`src/rtl/serializer_sched.sv`:
```
// Round-robin scheduler sharing one byte serializer between N_REQ requesters.
// Ports: clk, rst (sync, active-high)
//        req_valid/req_data in, req_ready out (one-hot accept, IDLE only)
//        ser_load/ser_data to the serializer, grant_id, busy, frame_done status
module serializer_sched #(
   parameter int N_REQ      = 4,
   parameter int DATA_W     = 8,
   parameter int BIT_CYCLES = 1,
   parameter int GAP_CYCLES = 1
) (
   input  logic                       clk,
   input  logic                       rst,
   input  logic [N_REQ-1:0]           req_valid,
   input  logic [N_REQ*DATA_W-1:0]    req_data,
   output logic [N_REQ-1:0]           req_ready,
   output logic                       ser_load,
   output logic [DATA_W-1:0]          ser_data,
   output logic [$clog2(N_REQ)-1:0]   grant_id,
   output logic                       busy,
   output logic                       frame_done
);

   localparam int IW        = $clog2(N_REQ);
   localparam int SHIFT_LEN = DATA_W * BIT_CYCLES;
   localparam int CW        = $clog2(SHIFT_LEN + 1);
   localparam int GW        = (GAP_CYCLES > 0) ? $clog2(GAP_CYCLES + 1) : 1;

   typedef enum logic [1:0] {
      IDLE,
      LOAD,
      SHIFT,
      GAP
   } state_t;

   state_t            state_q;
   logic [CW-1:0]     cnt_q;
   logic [GW-1:0]     gap_q;
   logic [IW-1:0]     last_q;
   logic              ser_load_q;
   logic [DATA_W-1:0] ser_data_q;
   logic [IW-1:0]     grant_q;
   logic              busy_q;
   logic              frame_done_q;

   logic [IW:0]       sum_c;
   logic [IW-1:0]     idx_c;
   logic [IW-1:0]     win_d;
   logic              found_d;

   // Search last+1, last+2, ... with wrap; the first valid index wins.
   always_comb begin
      win_d   = '0;
      found_d = 1'b0;
      sum_c   = '0;
      idx_c   = '0;
      for (int k = 1; k <= N_REQ; k++) begin
         sum_c = {1'b0, last_q} + (IW+1)'(k);
         if (sum_c >= (IW+1)'(N_REQ)) begin
            sum_c = sum_c - (IW+1)'(N_REQ);
         end
         idx_c = sum_c[IW-1:0];
         if (!found_d && req_valid[idx_c]) begin
            found_d = 1'b1;
            win_d   = idx_c;
         end
      end
   end

   // Reset wins over a grant, so ready is masked while rst is high.
   assign req_ready = (state_q == IDLE && found_d && !rst)
                    ? (N_REQ'(1) << win_d) : '0;

   always_ff @(posedge clk) begin
      if (rst) begin
         state_q      <= IDLE;
         cnt_q        <= '0;
         gap_q        <= '0;
         last_q       <= IW'(N_REQ - 1);
         ser_load_q   <= 1'b0;
         ser_data_q   <= '0;
         grant_q      <= '0;
         busy_q       <= 1'b0;
         frame_done_q <= 1'b0;
      end else begin
         unique case (state_q)
            IDLE: begin
               if (found_d) begin
                  ser_data_q <= req_data[win_d*DATA_W +: DATA_W];
                  grant_q    <= win_d;
                  last_q     <= win_d;
                  ser_load_q <= 1'b1;
                  busy_q     <= 1'b1;
                  state_q    <= LOAD;
               end
            end
            LOAD: begin
               ser_load_q   <= 1'b0;
               cnt_q        <= CW'(SHIFT_LEN);
               frame_done_q <= (SHIFT_LEN == 1);
               state_q      <= SHIFT;
            end
            SHIFT: begin
               // cnt_q holds the SHIFT cycles left, including this one.
               if (cnt_q == CW'(1)) begin
                  frame_done_q <= 1'b0;
                  if (GAP_CYCLES > 0) begin
                     gap_q   <= GW'(GAP_CYCLES);
                     state_q <= GAP;
                  end else begin
                     busy_q  <= 1'b0;
                     state_q <= IDLE;
                  end
               end else begin
                  cnt_q        <= cnt_q - 1'b1;
                  frame_done_q <= (cnt_q == CW'(2));
               end
            end
            GAP: begin
               if (gap_q == GW'(1)) begin
                  busy_q  <= 1'b0;
                  state_q <= IDLE;
               end else begin
                  gap_q <= gap_q - 1'b1;
               end
            end
            default: state_q <= IDLE;
         endcase
      end
   end

   assign ser_load   = ser_load_q;
   assign ser_data   = ser_data_q;
   assign grant_id   = grant_q;
   assign busy       = busy_q;
   assign frame_done = frame_done_q;

endmodule

```
`config.mk`:
```
export PLATFORM = sky130hd
export DESIGN_NAME = serializer_sched
export DESIGN_NICKNAME = d
export VERILOG_FILES = /design/src/rtl/serializer_sched.sv
export SDC_FILE = /design/constraint.sdc
export NUM_CORES = 1
export LEC_CHECK = 0
export BUFFER_PORTS_ARGS = -buffer_cell sky130_fd_sc_hd__buf_2
export CAP_MARGIN = 20
export CORE_ASPECT_RATIO = 0.6
export CORE_UTILIZATION = 48
export DETAILED_ROUTE_END_ITERATION = 10
export GPL_TIMING_DRIVEN = 0
export PLACE_DENSITY_LB_ADDON = 0.25
export SKIP_CTS_REPAIR_TIMING = 1
export SYNTH_ARGS = -nofsm -noshare
export SYNTH_HDL_FRONTEND = slang
export SYNTH_SLANG_ARGS = --single-unit
```
`constraint.sdc`:
```
create_clock -name clk -period 2.81 [get_ports clk]
set_input_delay 0.843 -clock clk [delete_from_list [all_inputs] [get_ports clk]]
set_output_delay 0.843 -clock clk [all_outputs]
set_load 0.03 [all_outputs]
```
### After elaboration in Yosys (flattened, before gate mapping)

Cells that the tools add are included.

* register bits: 22
* bits in latches: 0
* bits in writable memories: 0
* ROM bits: 0
* input port bits: 38
* memories: 0

* add/subtract/negate cells: 10
* multiply operators: 0
* divide/modulo/power cells: 0
* magnitude comparators: 8
* eq/ne operators: 9
* shift operators: 2
* multiplexer cells: 36
* bitwise gates (word level): 0
* reductions and logical operators: 20

Operator list (count)
* $shiftx 32x6->8: 1
* $mux 2: 11
* $mux 1: 13
* $ge 3x3->1 const B: 4
* $lt 2x3->1 const B: 4
* $bmux 1 s2: 4
* $mux 4: 2
* $ne 2x2->1 const B: 4
* $pmux 1 s2: 4
* $pmux 2 s4: 1
* $pmux 4 s2: 1
* $reduce_and 2->1: 4
* $reduce_bool 2->1: 4
* $sub 2x1->2 const B: 4
* $add 2x2->3 const B: 2
* $reduce_and 3->1: 2
* $logic_and 1x1->1: 5
* $eq 2x2->1 const B: 2
* $eq 4x1->1 const B: 1
* $eq 4x2->1 const B: 1
* $logic_not 1->1: 4
* $shl 1x2->4 const A: 1
* $sub 4x1->4 const B: 1
* $add 2x1->3 const B: 1
* other kinds (4): 4

### Depth between registers and ports, before layout

Gate-level depths: netlist (run 1).

* depth in word-level cells: 18
* gate-level depth with buffers: 7
* gate-level depth less buffers: 7

### Worst setup path after synthesis (run 1)

OpenSTA, ideal clock, no wires.

* path type: input port to output port
* start point: in req_valid[3]
* end point: out req_ready[3]
* data arrival time: 2210 ps
* slack: -243 ps
* stages on the path: 6
* buffers on the path: 1
* cells stage by stage: nor2b_4 nor2_1 a21oi_1 nand2_1 clkbuf_1 nor3b_1

* word-level cells in the longest chain between the ends: 15

Ends and longest elaborated chain
* from (decl): line 13 `input logic [N_REQ-1:0] req_valid,`
* $bmux 1 s2: line 62 `if (!found_d && req_valid[idx_c]) begin`
* $mux 1 (not written as such): line 62
* $mux 1: line 62
* $logic_not 1->1: line 62
* $logic_and 1x1->1: line 62
* $mux 1: line 62
* $logic_not 1->1: line 62
* $logic_and 1x1->1: line 62
* $mux 1: line 62
* $logic_not 1->1: line 62
* $logic_and 1x1->1: line 62
* $mux 1: line 62
* $logic_and 1x1->1 (2 in a row): line 70 `assign req_ready = (state_q == IDLE && found_d && !rst)`
* $mux 4 (*): line 71 `? (N_REQ'(1) << win_d) : '0;`
* to (decl): line 15 `output logic [N_REQ-1:0] req_ready,`

Mark *: on every way between the ends. The rest lies on a longest branch, timed or not. The select of a mux whose other input is x is not followed.

### Worst setup path in the final report (run 1)

* start point: in req_valid[3]
* end point: out req_ready[0]

The elaborated chain is that of the path after synthesis.

==> reports/metrics.csv, run 1 <==
stage,metric,value,unit
outcome,status,"finished, violations left",
outcome,failing checks,"DRC, setup timing",
worst_setup_path,"critical path fanouts, max",7,
synthesis,Ys Warns,0,
clocking,Clock Sinks,22,
worst_setup_path,Worst path max stage delay,0.54,ns
timing,"Slew Viols, Final",0,
worst_setup_path,Setup Crit Path Kind,in -> out,
pwr,Pwr Density,1010,mW/mm^2
timing,RSZ-0062 raised after global routing,true,
worst_setup_path,Crit path arrival time,2.08,ns
finish,final net count,264,
clocking,number of H-tree levels,1,
pwr,combinational power share,61.9,%
global_routing,gr usage total,21.3,%
die,Die Wd,70.9,microns
timing,Worst Skew,0.00406,ns
synthesis,Synth cell types,37,
pwr,Leak Pwr,0.889,nW
global_routing,grt ovf,0,
clocking,clock buffer count from CTS,3,
finish,Fill cells,201,
clocking,CTS tree,built,
synthesis,area of the mapped netlist,0.00137,sq mm
global_routing,vias in the first global route,1138,
clocking,Clock Path Buffers,2,
worst_setup_path,CP max-delay cell,or4_4,
pwr,Sequential Power Share,27.7,%
worst_setup_path,Critical Path RT,1.97,ns
finish,Ant. Diodes,0,
placed_design,Port Buf Inserts,53,
synthesis,post-synthesis average cell area,9.06,sq um
timing,final setup fails,3,
die,# IOs,55,
finish,Multi-input gate area,888,sq um
global_routing,initial antenna violation count,0,
finish,"Core Util, Final",71.3,%
worst_setup_path,CP Capture Type,output port,
clocking,clk slew on worst S/H paths,0.07,ns
finish,Final Cell Area,0.00186,sq mm
timing,Slew @ Worst Pin,0.419,ns
timing,Final Cycle Share,104,%
die,Die Y,43.4,microns
die,Die Area,0.00308,sq mm
synthesis,register bit total from synthesis,22,
worst_setup_path,CP cell instances,"buf_8, or4_4, and2_4, nand2b_4, buf_6, nor3_2, buf_4",
run,Max-cap violations,0,
global_routing,largest net degree at the start of global routing,12,
die,Core Rows,14,
synthesis,Main synth FF type,dfxtp_1,
timing,Worst Slack Setup Final,-0.114,ns
synthesis,sequential fraction of the synthesis area,32.2,%
hold_path,worst hold path type,reg -> reg,
drt,WL final,3320,microns
placed_design,Placer Congestion,0.774,
worst_setup_path,WP buf/inv,3,
drt,via count,1309,
synthesis,number of flops mapped to enable cells by yosys,0,
drt,via/cell ratio,5.26,
finish,Sequential Area,440,sq um
drt,antenna-violating nets left,0,
worst_setup_path,Top Family by Delay on Critical Path,simple AND/OR/NAND/NOR gates,
global_routing,first-pass GRT wire length,5110,microns
placed_design,Final HPWL DP,2460,microns
timing,"Hold Vio Cnt, Final",0,
synthesis,post-synthesis cell count,151,
pwr,clock share of power,10.4,%
pwr,NetSw,0.000829,W
pwr,Net Sw Frac,43.9,%
timing,Final Critical Period,2.92,ns
finish,area growth from synthesis to layout,36.0,%
clocking,root buf cell,clkbuf_8,
die,initial core utilization,52.4,%
drt,Routed WL per cell,13.3,microns
worst_setup_path,Worst setup SP type,primary input,
synthesis,Post-synth ARST share,0,%
timing,Rel. slew slack,72.1,%
drt,TritonRoute pass-1 iters,7,
drt,# DRC,8,
pwr,Internal,0.00106,W
timing,Max Fclk,342,MHz
drt,Initial DRC Count,53,
synthesis,syn_nets,196,
clocking,Clock Latency Late Sink,0.26,ns
die,core area,0.00261,sq mm
placed_design,placed inst area,0.00169,sq mm
pwr,worst vdd ir,510,uV
finish,share of layout cells above drive strength 1,46.5,%
## path summary, 6_finish.rpt
check | from | to | slack, ns | depth (start not counted)
max | req_valid[3] | req_ready[0] | -0.11 | 7
min | grant_id[1]$_SDFFE_PP0P_ | grant_id[1]$_SDFFE_PP0P_ | 0.46 | 2
max reg2reg | last_q[0]$_SDFFE_PP1P_ | ser_data[2]$_SDFFE_PP0P_ | 0.96 | 7
min reg2reg | grant_id[1]$_SDFFE_PP0P_ | grant_id[1]$_SDFFE_PP0P_ | 0.46 | 2
## power groups by stage
stage | clock, W | combinational, W | sequential, W
6_report | 0.000197 | 0.00117 | 0.000524
5_1_grt | 0.000213 | 0.00126 | 0.000540
4_1_cts | 0.000201 | 0.00104 | 0.000524
3_5_place_dp | 0 | 0.00104 | 0.000530
3_3_place_gp | 0 | 0.00101 | 0.000524
2_1_floorplan | 0 | 0.000652 | 0.000663
## logic make-up after synthesis
family                     synth area share, %
AOI/OAI and AO/OA                         17.4
xor gates and xnor gates                  1.28
adders and majority gates                 6.40
buffers and inverters                     5.30
DFF                                       32.2
muxes                                     16.6
and+or+nand+nor                           20.8
## metal layers
layer  vias to the layer above  wire (microns)  track usage (%)
met1                       600            1570             28.0
met5                         -               0                0
met4                         0              17             3.60
met3                         5             210             6.05
met2                        45            1520             36.0
li1                        659               -                -
## metrics by stage
| step | hold slack [ns] | setup TNS, ns | setup slack, ns | total power (W) | cells |
|---|---|---|---|---|---|
| final | 0.463 | -0.228 | -0.114 | 0.00189 | 249 |
| after global routing | 0.477 | -0.357 | -0.135 | 0.00202 | 249 |
| after CTS | 0.466 | -0.920 | -0.240 | 0.00177 | 239 |
| after detailed placement | 0.455 | -0.898 | -0.233 | 0.00157 | 236 |
| after global placement | 0.454 | -0.835 | -0.231 | 0.00153 | 236 |
| after floorplan | 0.446 | 0 | 0.0354 | 0.00132 | 151 |
## layout make-up
type / instances / share of cell area (%)
repair buffers: 63 / 19.7
clock buffers: 3 / 2.22
plain buffers: 8 / 3.36
well taps: 32 / 2.15
multi-input cells: 115 / 47.7
flip-flops and latches: 22 / 23.7
inverters: 6 / 1.21
## synthesized netlist by cell type, types with 2 or more instances
master / count / share of area [%]
nor2_1: 31 / 8.5
nand2_1: 10 / 2.7
nor3_1: 5 / 1.8
nor3b_1: 2 / 1.1
buf_6: 2 / 1.6
inv_1: 6 / 1.6
dfxtp_1: 22 / 32
ha_1: 7 / 6.4
a21oi_1: 9 / 3.3
mux2_2: 6 / 4.9
nand3_1: 2 / 0.73
o221a_1: 8 / 6.6
mux2_4: 10 / 11
clkbuf_1: 4 / 1.1
nand2b_1: 5 / 2.3
## flip-flops by register name, indices dropped and copies added, names as in the netlist
name	flops
cnt_q	4
grant_id	2
busy	1
state_q	2
gap_q	1
last_q	2
ser_data	8
ser_load	1
frame_done	1
## cells in the final DEF (no fill, tap or decap), types with 2 or more instances in the layout
| cell type | synthesis | routed |
|---|---|---|
| buf_2 | 1 | 48 |
| nor2_1 | 31 | 30 |
| dfxtp_1 | 22 | 22 |
| buf_4 | 1 | 14 |
| nand2_1 | 10 | 10 |
| mux2_4 | 10 | 10 |
| a21oi_1 | 9 | 9 |
| o221a_1 | 8 | 8 |
| ha_1 | 7 | 7 |
| inv_1 | 6 | 6 |
| mux2_2 | 6 | 6 |
| buf_6 | 2 | 5 |
| nand2b_1 | 5 | 4 |
| nor3_1 | 5 | 3 |
| clkbuf_8 | 0 | 3 |
| clkbuf_1 | 4 | 2 |
| nor3_2 | 0 | 2 |
| nor3b_2 | 0 | 2 |
| nand3_1 | 2 | 2 |
## worst reg2reg max path, delay by kind of cell, from the launching register on
| family | cells | cell delay (ns) |
|---|---|---|
| mux | 1 | 0.34 |
| flops | 1 | 0.36 |
| buf+inv | 2 | 0.31 |
| compound gates | 3 | 0.54 |
| simple gates | 1 | 0.19 |
No activity file was read; power rests on OpenSTA's default activity.
==> run 2: changes to the inputs <==
Settings changed: BUFFER_PORTS_ARGS -buffer_cell sky130_fd_sc_hd__buf_2 to default, CORE_UTILIZATION 48 to 50, DONT_BUFFER_PORTS from default to 1.
==> run 2 against run 1 <==
The run now ends clean. Core utilization shrank 11 points. Critical endpoint is now req_ready[1]. Design area shrank 17%. Largest power group unchanged. Largest cell class unchanged. Register-to-register slack better by 0.09 ns. Combinational power down 28%. Count of clock-buffer cells in the layout up 1. Critical path type unchanged. Non-clock buffer count down 61. Highest routed layer unchanged.
==> reports/metrics.csv, run 2 (synthesized netlist as in run 1, its figures left out) <==
stage,metric,value,unit
hold_path,worst hold path type,reg -> reg,
global_routing,gr usage total,20.6,%
clocking,Clock Sinks,22,
worst_setup_path,Crit path arrival time,1.90,ns
clocking,clk slew on worst S/H paths,0.08,ns
worst_setup_path,"critical path fanouts, max",10,
worst_setup_path,CP Capture Type,output port,
finish,"most common cell after layout, fill and taps aside",nor2_1,
die,Die Y,42.5,microns
timing,final setup fails,0,
timing,final hold slack,0.479,ns
worst_setup_path,CP max-delay cell,or4_4,
clocking,CTS tree,built,
worst_setup_path,Critical Path RT,1.97,ns
timing,"Slew Viols, Final",0,
global_routing,first-pass GRT wire length,4690,microns
worst_setup_path,Setup Crit Path Kind,in -> out,
die,Die Area,0.00296,sq mm
worst_setup_path,Top Family by Delay on Critical Path,simple AND/OR/NAND/NOR gates,
timing,setup TNS,0,ns
drt,via count,1075,
pwr,Net Sw Frac,45.3,%
timing,Final Cycle Share,97.7,%
finish,share of layout cells above drive strength 1,24.2,%
global_routing,vias in the first global route,1008,
drt,WL final,2880,microns
clocking,root buf cell,clkbuf_8,
clocking,number of H-tree levels,1,
pwr,Leak Pwr,0.633,nW
finish,area growth from synthesis to layout,12.2,%
drt,antenna-violating nets left,0,
drt,Initial DRC Count,29,
drt,Routed WL per cell,15.2,microns
worst_setup_path,Worst path max stage delay,0.54,ns
clocking,Clock Latency Late Sink,0.26,ns
finish,"Core Util, Final",60.1,%
timing,Worst Skew,0.00538,ns
clocking,clock buffer count from CTS,3,
pwr,Internal,0.000958,W
pwr,combinational power share,48.1,%
worst_setup_path,CP cell instances,"or4_4, and2_1, nand2b_1, buf_6, nor3b_4",
finish,most frequent cells in the layout,"nor2_1 (31), dfxtp_1 (22), nand2_1 (10), mux2_4 (10), a21oi_1 (9)",
worst_setup_path,Worst setup SP type,primary input,
outcome,status,"finished, final reports clean",
finish,Fill cells,227,
global_routing,grt ovf,0,
finish,final net count,203,
timing,Final Critical Period,2.74,ns
timing,Max Fclk,364,MHz
timing,Rel. slew slack,70.7,%
finish,Ant. Diodes,0,
pwr,worst vdd ir,513,uV
die,Core Rows,14,
die,Die Wd,69.5,microns
global_routing,largest net degree at the start of global routing,13,
run,Max-cap violations,0,
global_routing,initial antenna violation count,0,
placed_design,Port Buf Inserts,0,
placed_design,Placer Congestion,0.691,
worst_setup_path,WP buf/inv,1,
pwr,Sequential Power Share,38.9,%
timing,Slew @ Worst Pin,0.439,ns
die,# IOs,55,
timing,"Hold Vio Cnt, Final",0,
clocking,Clock Path Buffers,2,
pwr,NetSw,0.000794,W
pwr,clock share of power,13.0,%
drt,# DRC,0,
pwr,Pwr Density,1140,mW/mm^2
drt,via/cell ratio,5.69,
die,initial core utilization,53.5,%
drt,TritonRoute pass-1 iters,4,
finish,max reg flops,8,
placed_design,Final HPWL DP,2230,microns
placed_design,placed inst area,0.00143,sq mm
die,core area,0.00256,sq mm
finish,Final Cell Area,0.00154,sq mm
-- run 2: cell types whose count changed in the layout (fill, tap and decap cells not counted), moves of 2 or more --
cell | before | now
buf_2 | 48 | 1
buf_4 | 14 | 2
nor3_2 | 2 | 0
nor3_4 | 0 | 2
nor3b_2 | 2 | 0
nor3b_4 | 0 | 2
-- run 2: worst min-delay path: stages, from the launching register on --
cell and delay, ns:
dfxtp_1 0.32, inv_1 0.06, a21oi_1 0.05
-- run 2: per-stage QoR --
| stage | setup slack (ns) | total power (W) | std cells |
|---|---|---|---|
| 5_1_grt | -0.00901 | 0.00188 | 189 |
| 3_5_place_dp | -0.156 | 0.00147 | 183 |
| 2_1_floorplan | 0.0354 | 0.00132 | 151 |
| 4_1_cts | -0.165 | 0.00170 | 187 |
| 3_3_place_gp | -0.143 | 0.00144 | 183 |
| 6_report | 0.0657 | 0.00175 | 189 |
-- run 2: metal layers --
| metal | vias up | global-route usage (%) | wire (microns) |
|---|---|---|---|
| met5 | - | 0 | 0 |
| met4 | 0 | 6.12 | 26 |
| met3 | 2 | 8.65 | 220 |
| met2 | 34 | 32.6 | 1290 |
| met1 | 501 | 25.6 | 1350 |
| li1 | 538 | - | - |
-- run 2: area by class of cell --
cell class,count,area [sq um],share of cell area (%)
Multi-Input combinational cell,115,901,58.6
Sequential cell,22,440,28.7
Buffer,8,62.6,4.07
Clock buffer,4,55.1,3.58
Tap cell,32,40.0,2.61
Inverter,6,22.5,1.47
Timing Repair Buffer,2,15.0,0.977
-- run 2: worst paths after layout --
path / end / from / cells past startpoint / slack [ns]
hold / removal: gap_q$_SDFFE_PP0P_ / gap_q$_SDFFE_PP0P_ / 2 / 0.48
hold reg to reg: gap_q$_SDFFE_PP0P_ / gap_q$_SDFFE_PP0P_ / 2 / 0.48
setup / recovery: req_ready[1] / req_valid[1] / 5 / 0.07
setup reg to reg: ser_data[5]$_SDFFE_PP0P_ / last_q[0]$_SDFFE_PP1P_ / 6 / 1.05
-- run 2: power by group through the flow --
stage | sequential (W) | combinational, W | clock (W)
floorplan | 0.000663 | 0.000652 | 0
global placement | 0.000685 | 0.000752 | 0
detailed placement | 0.000690 | 0.000776 | 0
CTS | 0.000683 | 0.000779 | 0.000235
global route | 0.000699 | 0.000935 | 0.000249
finish | 0.000681 | 0.000843 | 0.000228
==> run 3: changes to the inputs <==
Clock period 2.81 ns to 3.4 ns, I/O delays scaled along.
==> run 3 against run 2 <==
Register-to-register slack better by 0.61 ns. Routed wire length hardly changed. Critical path depth is 1 higher. Die area stayed put. Count of clock-buffer cells in the layout stayed put. Critical path type unchanged. Largest cell class unchanged. Largest power group unchanged. Highest routed layer unchanged.
==> reports/metrics.csv, run 3 (synthesized netlist as in run 1, its figures left out) <==
stage,metric,value,unit
hold_path,worst hold path type,reg -> reg,
global_routing,vias in the first global route,997,
pwr,NetSw,0.000646,W
global_routing,first-pass GRT wire length,4750,microns
die,initial core utilization,53.5,%
timing,Max Fclk,300,MHz
finish,Non-Filler Instances,187,
pwr,Pwr Density,947,mW/mm^2
pwr,clock share of power,13.9,%
worst_setup_path,R2R cell count,6,
hold_path,worst min-delay path startpoint,gap_q$_SDFFE_PP0P_,
global_routing,gr usage total,20.8,%
finish,most frequent cells in the layout,"nor2_1 (31), dfxtp_1 (22), nand2_1 (10), mux2_4 (10), a21oi_1 (9)",
timing,final setup fails,0,
drt,WL final,2880,microns
placed_design,Placer Congestion,0.747,
drt,via count,1085,
clocking,Clock Path Buffers,2,
worst_setup_path,reg-to-reg setup timing slack,1.66,ns
worst_setup_path,CP max-delay cell,nor3b_2,
finish,"Core Util, Final",58.0,%
drt,via/cell ratio,5.80,
finish,Ant. Diodes,0,
placed_design,dpl ws,-0.180,ns
timing,"Slew Viols, Final",0,
worst_setup_path,Worst setup SP type,primary input,
worst_setup_path,CP cell instances,"nor2b_4, nor2_1, a21oi_1, nand2_1, clkbuf_1, nor3b_2",
finish,share of layout cells above drive strength 1,21.9,%
outcome,status,"finished, final reports clean",
worst_setup_path,Critical Path RT,2.38,ns
timing,Worst Slack Setup Final,0.0700,ns
timing,Rel. slew slack,63.3,%
drt,TritonRoute pass-1 iters,4,
placed_design,Final HPWL DP,2230,microns
global_routing,M3 GR Usage,7.93,%
clocking,clk slew on worst S/H paths,0.09,ns
die,# IOs,55,
global_routing,met1 Track Usage GR,25.3,%
global_routing,largest net degree at the start of global routing,13,
finish,final net count,201,
global_routing,initial antenna violation count,0,
global_routing,grt ovf,0,
timing,RSZ-0062 raised after global routing,true,
clocking,root buf cell,clkbuf_8,
pwr,worst vdd ir,395,uV
worst_setup_path,CP Capture Type,output port,
worst_setup_path,Reg-to-Reg End,ser_data[2]$_SDFFE_PP0P_,
worst_setup_path,origin of the critical flop-to-flop path,last_q[0]$_SDFFE_PP1P_,
die,Core Rows,14,
drt,Initial DRC Count,32,
timing,Worst Skew,0.00929,ns
pwr,Internal,0.000759,W
pwr,Pwr Total,0.00140,W
clocking,clock buffer count from CTS,3,
pwr,Sequential Power Share,40.3,%
worst_setup_path,Setup Crit Path Kind,in -> out,
clocking,number of H-tree levels,1,
finish,Multi-input gate area,876,sq um
finish,Fill cells,233,
die,Die Y,42.5,microns
clocking,Clock Sinks,22,
drt,antenna-violating nets left,0,
placed_design,Port Buf Inserts,0,
drt,# DRC,0,
pwr,Net Sw Frac,46.0,%
timing,final hold slack,0.475,ns
die,Die Wd,69.5,microns
worst_setup_path,"critical path fanouts, max",10,
worst_setup_path,Worst path max stage delay,0.54,ns
drt,Routed WL per cell,15.4,microns
die,core area,0.00256,sq mm
finish,Sequential Area,440,sq um
pwr,Leak Pwr,0.601,nW
timing,Final Critical Period,3.33,ns
run,Max-cap violations,0,
worst_setup_path,Crit path arrival time,2.31,ns
finish,max reg flops,8,
hold_path,hold path depth,2,
finish,area growth from synthesis to layout,8.41,%
placed_design,DP Cell Count,183,
global_routing,busiest grt layer,met2,
timing,Final Cycle Share,97.9,%
finish,"most common cell after layout, fill and taps aside",nor2_1,
global_routing,met2 usage,34.2,%
clocking,Clock Latency Late Sink,0.27,ns
pwr,combinational power share,45.8,%
timing,Slew @ Worst Pin,0.550,ns
timing,"Hold Vio Cnt, Final",0,
hold_path,WHS Endpoint,gap_q$_SDFFE_PP0P_,
die,Die Area,0.00296,sq mm
clocking,CTS tree,built,
==> run 3: layer usage <==
metal | part of all wire, % | wire length, microns | vias up
li1 | - | - | 537
met1 | 49 | 1410 | 507
met2 | 43 | 1250 | 37
met3 | 6.8 | 195 | 4
met4 | 0.97 | 28 | 0
met5 | 0 | 0 | -
==> run 3: worst max-delay path by stage <==
| stage | slack [ns] | cells past startpoint | endpoint | startpoint |
|---|---|---|---|---|
| 4_1_cts | -0.19 | 6 | req_ready[2] | req_valid[3] |
| 3_3_place_gp | -0.17 | 6 | req_ready[2] | req_valid[3] |
| 3_5_place_dp | -0.18 | 6 | req_ready[2] | req_valid[3] |
| 5_1_grt | -0.08 | 6 | req_ready[3] | req_valid[1] |
| 2_1_floorplan | 0.02 | 5 | req_ready[1] | req_valid[2] |
| 6_report | 0.07 | 6 | req_ready[3] | req_valid[3] |
==> run 3: worst max-delay path: cells and delay by family <==
family,cells,cell delay (ns)
buffers and inverters,1,0.29
AND/OR/NAND/NOR,4,0.84
AO/OA/AOI/OAI,1,0.16
==> run 3: power by group through the flow <==
stage	sequential (W)	combinational [W]	clock, W
after floorplan	0.000548	0.000532	0
after global placement	0.000566	0.000612	0
after detailed placement	0.000571	0.000635	0
after CTS	0.000566	0.000638	0.000195
after global routing	0.000578	0.000717	0.000211
final	0.000566	0.000644	0.000195
==> run 3: through the flow <==
| stage | setup TNS [ns] | cell area (sq um) |
|---|---|---|
| after CTS | -0.259 | 1470 |
| after detailed placement | -0.240 | 1410 |
| after global placement | -0.213 | 1410 |
| after global routing | -0.150 | 1480 |
| after floorplan | 0 | 1370 |
| final | 0 | 1480 |
==> run 3: layout make-up <==
type                            instances  share of cell area [%]
Tap cell                               32                    2.70
Multi-Input combinational cell        115                    59.0
Inverter                                6                    1.52
Buffer                                  8                    3.37
Clock buffer                            4                    3.71
Sequential cell                        22                    29.7
